## config.mk

```make
export PLATFORM = sky130hd
export DESIGN_NAME = vga_timing_gen_flat
export DESIGN_NICKNAME = d
export VERILOG_FILES = /design/src/rtl/vga_pkg.sv /design/src/rtl/vga_timing_gen_if.sv /design/src/rtl/vga_delay_line.sv /design/src/rtl/vga_timing_gen.sv /design/src/flat_wrapper.sv
export SDC_FILE = /design/constraint.sdc
export NUM_CORES = 1
export LEC_CHECK = 0
export BUFFER_PORTS_ARGS = -buffer_cell sky130_fd_sc_hd__clkbuf_2
export CAP_MARGIN = 0
export CORE_MARGIN = 1.5
export CORE_UTILIZATION = 50
export CTS_BUF_LIST = sky130_fd_sc_hd__clkbuf_8 sky130_fd_sc_hd__clkbuf_16
export CTS_CLUSTER_DIAMETER = 50
export DETAILED_ROUTE_END_ITERATION = 8
export PLACE_DENSITY = 0.72
export SYNTH_ARGS = -nofsm -noshare
export SYNTH_HDL_FRONTEND = slang
export SYNTH_HIERARCHICAL = 1
export SYNTH_SLANG_ARGS = --single-unit
```

## constraint.sdc

```tcl
create_clock -name clk_65M -period 2.4 [get_ports clk_65M]
set_clock_uncertainty 0.2 [all_clocks]
set_input_delay 0.48 -clock clk_65M [delete_from_list [all_inputs] [get_ports clk_65M]]
set_output_delay 0.48 -clock clk_65M [all_outputs]
set_load 0.02 [all_outputs]
```

## src/rtl/vga_pkg.sv

```systemverilog
// Shared raster-mode constants, polarity type and helpers for the VGA timing path.
package vga_pkg;

    typedef enum logic {
        POL_NEG = 1'b0,
        POL_POS = 1'b1
    } pol_e;

    // Bundle of the three sync-side outputs that travel through the delay line together.
    typedef struct packed {
        logic h_sync;
        logic v_sync;
        logic vid_on;
    } sync_t;

    // XGA 1024x768@60
    localparam int XGA_H_ACTIVE = 1024;
    localparam int XGA_H_FP     = 24;
    localparam int XGA_H_SYNC   = 136;
    localparam int XGA_H_BP     = 160;
    localparam int XGA_V_ACTIVE = 768;
    localparam int XGA_V_FP     = 3;
    localparam int XGA_V_SYNC   = 6;
    localparam int XGA_V_BP     = 29;
    localparam pol_e XGA_H_POL  = POL_NEG;
    localparam pol_e XGA_V_POL  = POL_NEG;

    // VGA 640x480@60
    localparam int VGA_H_ACTIVE = 640;
    localparam int VGA_H_FP     = 16;
    localparam int VGA_H_SYNC   = 96;
    localparam int VGA_H_BP     = 48;
    localparam int VGA_V_ACTIVE = 480;
    localparam int VGA_V_FP     = 10;
    localparam int VGA_V_SYNC   = 2;
    localparam int VGA_V_BP     = 33;
    localparam pol_e VGA_H_POL  = POL_NEG;
    localparam pol_e VGA_V_POL  = POL_NEG;

    function automatic int calc_total(input int active, input int fp, input int sync, input int bp);
        return active + fp + sync + bp;
    endfunction

endpackage

```

## src/rtl/vga_timing_gen_if.sv

```systemverilog
// Timing bundle between the raster generator and the pixel renderer / RGB stage.
interface vga_timing_gen_if #(
    parameter int CW = 12
);
    logic          pix_ce;
    logic          h_sync;
    logic          v_sync;
    logic          vid_on;
    logic [CW-1:0] x;
    logic [CW-1:0] y;
    logic          line_start;
    logic          frame_start;

    modport master (
        input  pix_ce,
        output h_sync, v_sync, vid_on, x, y, line_start, frame_start
    );

    modport slave (
        output pix_ce,
        input  h_sync, v_sync, vid_on, x, y, line_start, frame_start
    );
endinterface

```

## src/rtl/vga_delay_line.sv

```systemverilog
// Clock-enable gated shift register with synchronous active-low clear to a fixed value.
module vga_delay_line #(
    parameter int               DEPTH   = 0,
    parameter int               WIDTH   = 1,
    parameter logic [WIDTH-1:0] RST_VAL = '0
) (
    input  logic             clk,
    input  logic             clear_n,
    input  logic             ce,
    input  logic [WIDTH-1:0] d,
    output logic [WIDTH-1:0] q
);

    if (DEPTH == 0) begin : g_bypass
        // Zero depth is a plain wire; the reduction only keeps the unused ports visible to lint.
        logic unused_bypass;
        assign unused_bypass = ^{clk, clear_n, ce};
        assign q = d;
    end else begin : g_shift
        logic [WIDTH-1:0] stage [DEPTH];

        always_ff @(posedge clk) begin
            if (!clear_n) begin
                for (int i = 0; i < DEPTH; i++) stage[i] <= RST_VAL;
            end else if (ce) begin
                stage[0] <= d;
                for (int i = 1; i < DEPTH; i++) stage[i] <= stage[i-1];
            end
        end

        assign q = stage[DEPTH-1];
    end

endmodule

```

## src/rtl/vga_timing_gen.sv

```systemverilog
// Parametrised raster timing generator: h/v counters, registered sync/blank decode
// with an optional pixel-enable delay, and undelayed coordinates plus line/frame pulses.
module vga_timing_gen
    import vga_pkg::*;
#(
    parameter int   CW       = 12,
    parameter int   H_ACTIVE = XGA_H_ACTIVE,
    parameter int   H_FP     = XGA_H_FP,
    parameter int   H_SYNC   = XGA_H_SYNC,
    parameter int   H_BP     = XGA_H_BP,
    parameter int   V_ACTIVE = XGA_V_ACTIVE,
    parameter int   V_FP     = XGA_V_FP,
    parameter int   V_SYNC   = XGA_V_SYNC,
    parameter int   V_BP     = XGA_V_BP,
    parameter pol_e H_POL    = XGA_H_POL,
    parameter pol_e V_POL    = XGA_V_POL,
    parameter int   SYNC_DLY = 0
) (
    input  logic             clk_65M,
    input  logic             clear_n,
    vga_timing_gen_if.master vga
);

    localparam int H_TOTAL = calc_total(H_ACTIVE, H_FP, H_SYNC, H_BP);
    localparam int V_TOTAL = calc_total(V_ACTIVE, V_FP, V_SYNC, V_BP);

    if (H_FP < 1 || H_SYNC < 1 || H_BP < 1 || V_FP < 1 || V_SYNC < 1 || V_BP < 1) begin : g_bad_porch
        $error("vga_timing_gen: every porch and sync width must be at least 1");
    end
    if (H_TOTAL > (1 << CW) || V_TOTAL > (1 << CW)) begin : g_bad_width
        $error("vga_timing_gen: raster totals do not fit in CW bits");
    end
    if (SYNC_DLY < 0 || SYNC_DLY > 7) begin : g_bad_dly
        $error("vga_timing_gen: SYNC_DLY must be in 0..7");
    end

    localparam logic [CW-1:0] H_LAST     = CW'(H_TOTAL - 1);
    localparam logic [CW-1:0] V_LAST     = CW'(V_TOTAL - 1);
    localparam logic [CW-1:0] H_ACT_END  = CW'(H_ACTIVE);
    localparam logic [CW-1:0] V_ACT_END  = CW'(V_ACTIVE);
    localparam logic [CW-1:0] HS_START   = CW'(H_ACTIVE + H_FP);
    localparam logic [CW-1:0] HS_END     = CW'(H_ACTIVE + H_FP + H_SYNC);
    localparam logic [CW-1:0] VS_START   = CW'(V_ACTIVE + V_FP);
    localparam logic [CW-1:0] VS_END     = CW'(V_ACTIVE + V_FP + V_SYNC);
    localparam logic          HS_ON      = logic'(H_POL);
    localparam logic          VS_ON      = logic'(V_POL);
    localparam sync_t         SYNC_IDLE  = '{h_sync: ~HS_ON, v_sync: ~VS_ON, vid_on: 1'b0};

    logic [CW-1:0] h;
    logic [CW-1:0] v;
    logic [CW-1:0] x_q;
    logic [CW-1:0] y_q;
    logic          line_q;
    logic          frame_q;
    sync_t         decode;
    sync_t         sync_q;
    sync_t         sync_dly;

    always_ff @(posedge clk_65M) begin
        if (!clear_n) begin
            h <= '0;
            v <= '0;
        end else if (vga.pix_ce) begin
            if (h == H_LAST) begin
                h <= '0;
                v <= (v == V_LAST) ? '0 : v + 1'b1;
            end else begin
                h <= h + 1'b1;
            end
        end
    end

    always_comb begin
        decode        = SYNC_IDLE;
        decode.h_sync = (h >= HS_START && h < HS_END) ? HS_ON : ~HS_ON;
        decode.v_sync = (v >= VS_START && v < VS_END) ? VS_ON : ~VS_ON;
        decode.vid_on = (h < H_ACT_END) && (v < V_ACT_END);
    end

    // Outputs describe the pre-increment counter; pulses drop whenever the enable is low.
    always_ff @(posedge clk_65M) begin
        if (!clear_n) begin
            x_q     <= '0;
            y_q     <= '0;
            line_q  <= 1'b0;
            frame_q <= 1'b0;
            sync_q  <= SYNC_IDLE;
        end else begin
            line_q  <= vga.pix_ce && (h == '0);
            frame_q <= vga.pix_ce && (h == '0) && (v == '0);
            if (vga.pix_ce) begin
                x_q    <= h;
                y_q    <= v;
                sync_q <= decode;
            end
        end
    end

    vga_delay_line #(
        .DEPTH   (SYNC_DLY),
        .WIDTH   ($bits(sync_t)),
        .RST_VAL (SYNC_IDLE)
    ) u_sync_dly (
        .clk     (clk_65M),
        .clear_n (clear_n),
        .ce      (vga.pix_ce),
        .d       (sync_q),
        .q       (sync_dly)
    );

    assign vga.x           = x_q;
    assign vga.y           = y_q;
    assign vga.line_start  = line_q;
    assign vga.frame_start = frame_q;
    assign vga.h_sync      = sync_dly.h_sync;
    assign vga.v_sync      = sync_dly.v_sync;
    assign vga.vid_on      = sync_dly.vid_on;

endmodule
```

## src/flat_wrapper.sv

```systemverilog
// flat-port wrapper written by rule: the top's interface ports become plain ports
module vga_timing_gen_flat import vga_pkg::*;
#(
    parameter int   CW       = 12,
    parameter int   H_ACTIVE = XGA_H_ACTIVE,
    parameter int   H_FP     = XGA_H_FP,
    parameter int   H_SYNC   = XGA_H_SYNC,
    parameter int   H_BP     = XGA_H_BP,
    parameter int   V_ACTIVE = XGA_V_ACTIVE,
    parameter int   V_FP     = XGA_V_FP,
    parameter int   V_SYNC   = XGA_V_SYNC,
    parameter int   V_BP     = XGA_V_BP,
    parameter pol_e H_POL    = XGA_H_POL,
    parameter pol_e V_POL    = XGA_V_POL,
    parameter int   SYNC_DLY = 0
)
  (clk_65M, clear_n, vga_pix_ce, vga_h_sync, vga_v_sync, vga_vid_on, vga_x, vga_y, vga_line_start, vga_frame_start);
  vga_timing_gen_if #(.CW(CW)) vga_i ();
  input  logic clk_65M;
  input  logic clear_n;
  input wire logic [$bits(vga_i.pix_ce)-1:0] vga_pix_ce;
  output wire logic [$bits(vga_i.h_sync)-1:0] vga_h_sync;
  output wire logic [$bits(vga_i.v_sync)-1:0] vga_v_sync;
  output wire logic [$bits(vga_i.vid_on)-1:0] vga_vid_on;
  output wire logic [$bits(vga_i.x)-1:0] vga_x;
  output wire logic [$bits(vga_i.y)-1:0] vga_y;
  output wire logic [$bits(vga_i.line_start)-1:0] vga_line_start;
  output wire logic [$bits(vga_i.frame_start)-1:0] vga_frame_start;
  assign vga_i.pix_ce = vga_pix_ce;
  assign vga_h_sync = vga_i.h_sync;
  assign vga_v_sync = vga_i.v_sync;
  assign vga_vid_on = vga_i.vid_on;
  assign vga_x = vga_i.x;
  assign vga_y = vga_i.y;
  assign vga_line_start = vga_i.line_start;
  assign vga_frame_start = vga_i.frame_start;
  vga_timing_gen #(.CW(CW), .H_ACTIVE(H_ACTIVE), .H_FP(H_FP), .H_SYNC(H_SYNC), .H_BP(H_BP), .V_ACTIVE(V_ACTIVE), .V_FP(V_FP), .V_SYNC(V_SYNC), .V_BP(V_BP), .H_POL(H_POL), .V_POL(V_POL), .SYNC_DLY(SYNC_DLY)) u_core (.clk_65M(clk_65M), .clear_n(clear_n), .vga(vga_i));
endmodule
```

* After elaboration in Yosys (flattened, before gate mapping)
Cells that the tools add are included.
Word-level totals: bits in registers 53, input port bits 3, output and inout port bits 29, word-level logic and storage cells 31
Cells by class: add/subtract/negate cells 2, $lt $le $gt $ge 6, eq/ne operators 2, mux-type cells 4, reduce and logical (&&, ||, !) cells 8
Operators with widths (count):
- 12-bit by 1-bit adder with 12-bit output, second input constant | 2
- 12-bit logical NOT | 2
- 12-bit by 10-bit < comparator with 1-bit output, second input constant | 2
- 12-bit by 11-bit < comparator with 1-bit output, second input constant | 2
- 12-bit two-way mux | 2
- 12-bit by 10-bit equality test with 1-bit output, second input constant | 1
- 12-bit by 11-bit equality test with 1-bit output, second input constant | 1
- 12-bit by 10-bit >= comparator with 1-bit output, second input constant | 1
- 12-bit by 11-bit >= comparator with 1-bit output, second input constant | 1
- 1-bit logical AND | 5
- 1-bit two-way mux | 2
- 2-bit AND reduction | 1

* Logic depth before layout (Yosys ltp)
depth after elaboration 3, depth in mapped cells 7, gate-level depth less buffers 6

* By module
Netlist, hierarchy kept.
By module, submodules not included:
- vga_timing_gen | instances 1, cells an instance 262, area each 2399.8 um2, seq. area each 1061.0 um2
- vga_delay_line | instances 1, cells an instance 3, area each 22.5 um2, seq. area each 0.0 um2

* Worst setup path before layout
No wires, ideal clock.
kind register -> register, start register u_core.h[0], end register u_core.v[10], setup time 0.070 ns, arrival 1.705 ns, data required time 2.130 ns, path slack 0.426 ns, cell stages (with the launch flop) 7, buffers on the path 1, clock period less this slack 1.974 ns, cell sequence dfxtp_1 -> ha_1 -> and4_1 -> nand4_4 -> buf_6 -> or4_1 -> a21oi_1
On the way: longest elaborated chain between the ends 2
Ends and longest elaborated chain:
- start: declaration | line vga_timing_gen.sv:49 | logic [CW-1:0] h;
- start signal: assignment | line vga_timing_gen.sv:68 | h <= h + 1'b1;
- 12-bit by 11-bit equality test with 1-bit output | line vga_timing_gen.sv:64 | if (h == H_LAST) begin
- 2-bit AND reduction (no line)
- end signal: assignment | line vga_timing_gen.sv:66 | v <= (v == V_LAST) ? '0 : v + 1'b1;
- end: declaration | line vga_timing_gen.sv:50 | logic [CW-1:0] v;
No other way between the ends. A chain may end at the register's enable or synchronous reset.

* Final worst setup path
start register u_core.h[0], end register u_core.v[0]
Same word-level chain as after synthesis.

==> impl_metrics.csv <==
group,metric,value,unit
clock_tree,cts_tree,"built",
sta,worst_slew_pin_slew,438,ps
final_layout,n_fill_cell,425,
global_routing,grt_max_degree,34,
final_layout,nets,299,
die,core_area,4690,um2
global_routing,overflow,0,
die,start_util,51.6,%
setup_path,crit_path_end_kind,"register",
hold_path,hp-class,"input pin to register",
setup_path,slowest_stage,"dfxtp_1",
clock_tree,cts_sinks,53,
power_and_ir_drop,p_leak,1.09,nW
final_layout,n_antenna_cell,0,
sta,period_needed,2180,ps
setup_path,cp_cell_sequence,"ha_1 > and4_1 > nand4_4 > buf_4 > or3_1 > a21oi_1",
final_layout,area_growth,10.6,%
global_routing,antenna_found_initial,0,
detailed_routing,initialDrtViolationCount,133,
final_layout,drive_gt1_share,17.9,%
logic_synthesis,synth_mux_area_share,9.92,%
final_layout,utilization,57.1,%
detailed_routing,drc,0,
outcome,status,"finished clean",
setup_path,worst-path-buf-inv,1,
sta,setup_viol,0,
sta,rsz0062_at_grt,"no",
die,die-area,5270,um2
global_routing,grt_first_pass_wirelength,8420,um
sta,max_freq,458,MHz
setup_path,critical_path_peak_fanout,22,
clock_tree,cts_resized,0,
logic_synthesis,yosysWarningCount,6,
job,cap_violations,0,
clock_tree,ctsHoldBuffers,0,
sta,drv_slew,0,
die,fp.dieW,72.6,um
detailed_routing,first_pass_iters,4,
logic_synthesis,synth_xor_area_share,2.89,%
power_and_ir_drop,ir_drop,0.340,mV
detailed_routing,wl_per_cell,14.3,um
setup_path,critPathLaunchType,"register",
detailed_routing,post_drt_via_cell_ratio,5.59,
clock_tree,cts_inserted_buffers,5,
detailed_routing,routed_wl,4950,um
sta,hold_viol,0,
logic_synthesis,synth-simple-area-share,25.3,%
logic_synthesis,synthAdderAreaFrac,3.10,%
logic_synthesis,syn_area,2420,um2
logic_synthesis,avgSynthCellArea,9.14,um2
clock_tree,worstSkewPairLatency,310,ps
logic_synthesis,ys_ff_latch,53,
die,core.rowCount,25,
clock_tree,postCtsSetupBuffers,0,
sta,relSlewSlack,70.6,%
sta,period_share,90.9,%
detailed_routing,via_count,1929,
logic_synthesis,syn_inst,265,
global_routing,gr-usage-all-layers,20.4,%
logic_synthesis,synth_cell_types,44,
sta,setup_tns,0,ps
setup_path,max_stage_delay,410,ps
detailed_routing,ant_nets,0,
setup_path,cp.required,2430,ps
logic_synthesis,synth_compound_area_share,9.14,%
power_and_ir_drop,power_density,539,nW/um2
clock_tree,clk_pin_slew,80,ps
die,ios,32,
clock_tree,cts_max_path_buffers,2,
setup_path,critical_path.top_delay_family,"simple AND/OR/NAND/NOR gates",
placed_design,gp_congestion,0.800,
logic_synthesis,syn_nets,274,
logic_synthesis,ys_seq_area_share,43.8,%
setup_path,critPathKind,"register to register",
placed_design,port_buffers,31,
logic_synthesis,synth_top_family_by_area,"simple AND/OR/NAND/NOR gates",
clock_tree,root_buffer,"clkbuf_8",
die,fp.dieH,72.6,um
setup_path,critical_path_arrival,2220,ps
clock_tree,cts_max_level,2,
placed_design,dpl.hpwl,3480,um
global_routing,grt_pass1_vias,1659,
cell usage after synthesis, drive strengths merged:
| cell type | n | area (um2) |
|---|---|---|
| nor4 | 4 | 40.0 |
| nor3 | 4 | 20.0 |
| or2 | 1 | 6.26 |
| nand3b | 1 | 7.51 |
| o32ai | 1 | 8.76 |
| o22ai | 1 | 6.26 |
| nand2b | 4 | 25.0 |
| nor4b | 1 | 8.76 |
| a211oi | 1 | 7.51 |
| nand4 | 6 | 52.6 |
| ha | 6 | 75.1 |
| nor3b | 1 | 7.51 |
| o31ai | 4 | 30.0 |
| nand4b | 1 | 8.76 |
| a21boi | 1 | 7.51 |
| inv | 6 | 22.5 |
| nand3 | 9 | 45.0 |
| and4 | 5 | 43.8 |
| dfxtp | 53 | 1060 |
| a2bb2oi | 1 | 8.76 |
| or4 | 10 | 82.6 |
| o21a | 1 | 7.51 |
| xor2 | 6 | 52.6 |
| nand2 | 15 | 56.3 |
| a21oi | 16 | 83.8 |
| and2 | 2 | 12.5 |
| nor4bb | 1 | 10.0 |
| or3 | 5 | 31.3 |
| o21ai | 10 | 61.3 |
| mux2i | 24 | 240 |
| and3 | 3 | 18.8 |
| xnor2 | 2 | 17.5 |
| nor2 | 36 | 135 |
| clkbuf | 5 | 18.8 |
| buf | 18 | 101 |
where the power goes:
group | internal, mW | leakage, nW | switching [mW]
sequential | 0.888 | 0.428 | 0.00856
combinational | 0.0284 | 0.607 | 0.0479
clock | 0.195 | 0.0519 | 0.277
registers in the layout, indices dropped and copies added (netlist names):
signal / flops
u_core/vga.y: 12
u_core/vga.line_start: 1
u_core/sync_q: 3
u_core/vga.x: 12
u_core/v: 12
u_core/vga.frame_start: 1
u_core/h: 12
metrics by stage:
step	hold slack, ps	area, um2	power (mW)	worst slack (ps)	cells
2_1_floorplan	246	2420	0.976	426	265
3_3_place_gp	257	2600	0.993	234	337
3_5_place_dp	260	2600	0.995	252	337
4_1_cts	257	2680	1.46	227	345
5_1_grt	284	2680	1.50	73.4	345
6_report	261	2680	1.45	217	345
worst paths after layout:
path / startpoint / endpoint / slack [ps] / depth (start not counted)
setup / recovery: u_core/h[0] / u_core/v[0] / 220 / 6
hold / removal: clear_n / u_core/sync_q[2] / 260 / 2
setup reg to reg: u_core/h[0] / u_core/v[0] / 220 / 6
hold reg to reg: u_core/sync_q[0] / u_core/sync_q[0] / 270 / 2
cell type report:
cell class,instances,area (um2),share of cell area (%)
Multi-Input combinational cell,183,1220,45.5
Sequential cell,53,1060,39.6
Timing Repair Buffer,41,230,8.59
Clock buffer,5,68.8,2.57
Tap cell,54,67.6,2.52
Inverter,6,22.5,0.840
Clock inverter,3,11.3,0.420
per-layer routing:
metal | routed length [um] | part of all wire (%) | vias to the layer above | global-route usage [%]
li1 | - | - | 977 | -
met1 | 2450 | 50 | 898 | 29.9
met2 | 2170 | 44 | 45 | 29.6
met3 | 211 | 4.3 | 9 | 3.73
met4 | 108 | 2.2 | 0 | 7.97
met5 | 0 | 0 | - | 0
placed cells by master, fill, tap and decap left out, drive strengths merged, types with 2 or more instances in the layout:
cell type	netlist	final
inv	6	9
and2	2	2
or4	10	10
nor3	4	4
nand2	15	15
ha	6	6
mux2i	24	24
nand2b	4	4
nor4	4	4
a21oi	16	16
dfxtp	53	53
clkbuf	5	36
and3	3	3
nor2	36	36
and4	5	5
o31ai	4	4
or3	5	5
xor2	6	6
buf	18	10
o21ai	10	10
xnor2	2	2
nand3	9	9
nand4	6	6
logic make-up (layout without fill, tap and decap cells):
family                   after synthesis  count (layout)
AND/OR/NAND/NOR                      109             109
AO/OA/AOI/OAI                         36              36
buffers and inverters                 29              55
multiplexers                          24              24
adder cells (fa/ha/maj)                6               6
XOR/XNOR                               8               8
flip-flops                            53              53
No activity file was read; power rests on OpenSTA's default activity.
